<file path="src/rtl/mem_arbiter.sv">
// Single-port memory arbiter for the 5-stage pipeline: fetch (P1) and load/store (P4) share one
// synchronous memory; read tags route returning m_q data and drive the pipeline stall.
module mem_arbiter #(
    parameter int STARVE_LIMIT = 4
) (
    input  logic        clock,
    input  logic        reset,

    input  logic        if_req,
    input  logic [11:0] if_addr,
    output logic        if_gnt,
    output logic        if_valid,
    output logic [15:0] if_rdata,

    input  logic        d_req,
    input  logic        d_we,
    input  logic [11:0] d_addr,
    input  logic [15:0] d_wdata,
    output logic        d_gnt,
    output logic        d_valid,
    output logic [15:0] d_rdata,

    output logic        stall,

    output logic [11:0] m_addr,
    output logic [15:0] m_data,
    output logic        m_rw,
    input  logic [15:0] m_q
);

    localparam logic [3:0] LIMIT = 4'(STARVE_LIMIT);

    typedef enum logic {
        OWN_IF = 1'b0,
        OWN_D  = 1'b1
    } owner_e;

    typedef struct packed {
        logic   valid;
        owner_e owner;
    } tag_t;

    logic [3:0]  r_starve_cnt;
    logic [11:0] r_m_addr;
    logic [15:0] r_m_data;
    logic        r_m_rw;
    tag_t        r_tag1;
    tag_t        r_tag2;

    logic        w_d_gnt;
    logic        w_if_gnt;
    logic        w_if_denied;
    logic        w_load_pending;
    tag_t        w_tag_in;

    // Data wins unless fetch has been denied STARVE_LIMIT cycles in a row.
    assign w_d_gnt     = d_req & ((r_starve_cnt < LIMIT) | ~if_req);
    assign w_if_gnt    = if_req & ~w_d_gnt;
    assign w_if_denied = if_req & ~w_if_gnt;

    // NOTE: every always_comb output gets a default first so no path leaves it unassigned (no latch).
    always_comb begin
        w_tag_in = '{valid: 1'b0, owner: OWN_IF};
        if (w_d_gnt) begin
            w_tag_in = '{valid: ~d_we, owner: OWN_D};
        end else if (w_if_gnt) begin
            w_tag_in = '{valid: 1'b1, owner: OWN_IF};
        end
    end

    // NOTE: sequential state uses non-blocking assignments so all registers update from pre-edge values.
    always_ff @(posedge clock) begin
        if (!reset) begin
            r_m_addr <= '0;
            r_m_data <= '0;
            r_m_rw   <= 1'b0;
        end else if (w_d_gnt) begin
            r_m_addr <= d_addr;
            r_m_rw   <= d_we;
            if (d_we) begin
                r_m_data <= d_wdata;
            end
        end else if (w_if_gnt) begin
            r_m_addr <= if_addr;
            r_m_rw   <= 1'b0;
        end else begin
            r_m_rw   <= 1'b0;
        end
    end

    always_ff @(posedge clock) begin
        if (!reset) begin
            r_starve_cnt <= '0;
        end else if (!w_if_denied) begin
            r_starve_cnt <= '0;
        end else if (r_starve_cnt < LIMIT) begin
            r_starve_cnt <= r_starve_cnt + 4'd1;
        end
    end

    // Clearing both stages on reset drops any read already in flight.
    always_ff @(posedge clock) begin
        if (!reset) begin
            r_tag1 <= '{valid: 1'b0, owner: OWN_IF};
            r_tag2 <= '{valid: 1'b0, owner: OWN_IF};
        end else begin
            r_tag1 <= w_tag_in;
            r_tag2 <= r_tag1;
        end
    end

    assign w_load_pending = (r_tag1.valid & (r_tag1.owner == OWN_D)) |
                            (r_tag2.valid & (r_tag2.owner == OWN_D));

    assign if_gnt   = w_if_gnt;
    assign d_gnt    = w_d_gnt;
    assign if_valid = r_tag2.valid & (r_tag2.owner == OWN_IF);
    assign d_valid  = r_tag2.valid & (r_tag2.owner == OWN_D);
    assign if_rdata = m_q;
    assign d_rdata  = m_q;
    assign stall    = w_if_denied | (d_req & ~w_d_gnt) | w_load_pending;
    assign m_addr   = r_m_addr;
    assign m_data   = r_m_data;
    assign m_rw     = r_m_rw;

endmodule

</file>
<file path="config.mk">
export PLATFORM = sky130hd
export DESIGN_NAME = mem_arbiter
export DESIGN_NICKNAME = d
export VERILOG_FILES = /design/src/rtl/mem_arbiter.sv
export SDC_FILE = /design/constraint.sdc
export NUM_CORES = 1
export LEC_CHECK = 0
export ABC_AREA = 1
export ABC_CLOCK_PERIOD_IN_PS = 2100
export CAP_MARGIN = 5
export CORE_MARGIN = 2
export CORE_UTILIZATION = 38
export CTS_BUF_LIST = sky130_fd_sc_hd__clkbuf_16
export CTS_CLUSTER_DIAMETER = 50
export DETAILED_ROUTE_END_ITERATION = 12
export PLACE_DENSITY = 0.86
export SLEW_MARGIN = 20
export SYNTH_ARGS = -nofsm -noshare
export SYNTH_HDL_FRONTEND = slang
export SYNTH_SLANG_ARGS = --single-unit
</file>
<file path="constraint.sdc">
create_clock -name clock -period 2.1 [get_ports clock]
set_input_delay 0.63 -clock clock [delete_from_list [all_inputs] [get_ports clock]]
set_output_delay 0.63 -clock clock [all_outputs]
set_load 0.005 [all_outputs]
</file>
==> results.ini <==
[outcome]
status=complete, no violations

[logic_synthesis]
synth_top_family_by_area=simple AND/OR/NAND/NOR gates
ys_types=20
synth_simple_gate_area_share_pct=34.2
async_reset_ff_share_pct=0
yosysMostFrequentCell=nand2_1
yosysTopAreaCell=dfxtp_1
synth_common_cells=47 x nand2_1, 44 x nand3_1, 42 x nor2_1
synth_edf_count=0
synth-seq-area-share_pct=40.5
synthTopCellsByArea=dfxtp_1 41%, buf_4 14%, nand3_1 12%
synth_top_area_share_pct=40.5
synth_seq_cells=37
synth_flop_cell=dfxtp_1
synth_compound_area_share_pct=1.98
ys_warn_count=0
syn_area_sq_mm=0.00183
syn_nets=313
synthXorXnorAreaFrac_pct=0.479
avgSynthCellArea_sq_um=7.28
synthAdderAreaFrac_pct=0.684
synthMuxAreaShare_pct=0
syn_inst=251

[hold_path]
min_path_type=flop to flop
hp-start=r_tag1[1]
holdPathStages=2
min_to=r_tag2[1]

[floorplan]
die_area_sq_mm=0.00538
core_sq_mm=0.00469
fp.dieH_um=73.4
io_pins=127
rows=25
die_width_um=73.4
start_util_pct=39.0

[routing]
wl_per_cell_um=11.7
drcViolationCount=0
drtPass1Iterations=4
avgViaCountPerCell=4.60
detail-route-antenna-nets=0
drt_iter0_drc=37
routed_wl_um=4170
vias=1639

[cts]
root_buffer=clkbuf_16
cts.path.max_buffers=2
cts_tree=done
cts.clk_slew.worst_paths_ns=0.05
clock_sinks=37
clk_latency_ns=0.27
cts_inserted_buffers=5
h-tree-depth=2

[sta]
rsz0062_at_grt=no
postLayoutSetupSlackWorst_ns=0.0607
period_share_pct=97.1
holdWs_ns=0.424
final-hold-violation-count=0
min_period_ns=2.04
finalSetupTns_ns=0
maxSlewViolCount=0
fin_skew_ns=0.00343
finalSetupViolations=0
max_freq_ghz=0.490

[critical_path]
path_max_fanout=3
end_kind=primary output
r2r_slack_ns=0.87
timing_worst_setup_path_type=primary input to primary output
crit_arrival_ns=1.41
r2r_start=r_starve_cnt[2]
required_ns=1.47
reg2reg_to=m_data[1]
rr_worst_depth=8
cp-start-kind=primary input

[placed_design]
io_buffers=78
gp_congestion=0.744
pre_cts_ws_ns=-0.504
dpl.hpwl_um=3210

[power]
p_int_mw=1.34
power_leakage_nw=1.24
vdd_drop_max_mv=0.385
netSwitchingFraction_pct=22.0
power_frac_clock_pct=38.6
combinationalPowerShare_pct=17.2
cellPowerDensity_mw_per_mm2=669
seq_power_share_pct=44.2
switching_power_mw=0.378

[grt]
grt_pass1_vias=1504
overflow=0
grt.total_usage_pct=15.5
antenna_found_initial=0
grt_max_degree=35
grt_pass1_wl_um=6440

[run]
drv_cap=0

[final_layout]
insertedDiodeCount=0
seq_area_sq_um=741
multi_input_area_sq_um=686
area_growth_pct=40.2
num-fill-cells=454
fin_nets=364
layout-drive-gt1-share_pct=7.62

## cells by family (layout without fill, tap and decap cells)
kind of cell | count (synthesis) | count (layout)
compound gates | 4 | 4
buf+inv | 68 | 119
xor+xnor | 1 | 1
other cells | 1 | 1
flops | 37 | 37
fa+ha+maj | 1 | 1
simple gates | 139 | 139
## through the flow
stage / total power, mW / cell area, sq um / cells / utilization, %
2_1_floorplan: 0.937 / 1830 / 251 / -
3_3_place_gp: 1.06 / 2430 / 348 / 51.8
3_5_place_dp: 1.07 / 2430 / 348 / 51.8
4_1_cts: 1.74 / 2570 / 356 / 54.7
5_1_grt: 1.80 / 2560 / 356 / 54.6
6_report: 1.72 / 2560 / 356 / 54.6
## layer usage
metal / track usage (%) / part of all wire [%] / up-vias
li1: - / - / 838
met1: 16.3 / 39 / 733
met2: 27.6 / 51 / 53
met3: 5.90 / 7.4 / 15
met4: 6.26 / 2.0 / 0
met5: 0 / 0 / -
## timing repair
action                                 CTS  global route
setup endpoints to repair                3             2
pin swaps                                1             0
gates resized for setup                  6             3
buffers inserted                         1             0
hold buffers                             0             0
endpoints found under the hold margin    0             0
## placed cells by master, fill, tap and decap left out, drive strengths merged
cell,count
clkbuf,6
ha,1
clkinv,1
inv,26
buf,9
dfxtp,37
nor3,1
nor2,43
o21bai,1
o211ai,1
clkdlybuf4s50,73
nand3,44
clkdlybuf4s15,1
dlygate4sd2,3
xor2,1
nand2,51
conb,1
a21oi,2
## worst max-delay path: stages
cell and delay [ns]:
dlygate4sd2_1 0.25, buf_6 0.13, nand2_4 0.07, nand2_4 0.05, inv_2 0.07, clkdlybuf4s15_1 0.20
## flip-flops by register name, indices dropped and copies added (netlist names)
signal        flops
r_tag2            2
m_rw              1
r_starve_cnt      4
r_tag1            2
m_data           16
m_addr           12
## how the worst max path moves through the flow
stage          slack [ns]  endpoint  cells after the start  startpoint
2_1_floorplan        0.45    if_gnt                      4      if_req
3_3_place_gp        -0.50     d_gnt                      5       d_req
3_5_place_dp        -0.50     d_gnt                      5       d_req
4_1_cts              0.01    if_gnt                      5       d_req
5_1_grt              0.03     d_gnt                      6      if_req
6_report             0.06     d_gnt                      6      if_req
## final cells by class
type / instances / share of cell area [%]
sequential: 37 / 28.9
multi-input combinational: 146 / 26.7
clock buffer: 5 / 4.88
clock inverter: 2 / 0.293
inverter: 25 / 3.66
tap: 54 / 2.64
timing repair buffer: 87 / 32.9
## power by group through the flow
stage,sequential (mW),combinational [mW],clock (mW)
after CTS,0.758,0.300,0.685
after global placement,0.770,0.294,0
after floorplan,0.774,0.163,0
final,0.758,0.296,0.662
after global routing,0.762,0.324,0.715
after detailed placement,0.772,0.300,0
(Power assumes the default switching activity.)
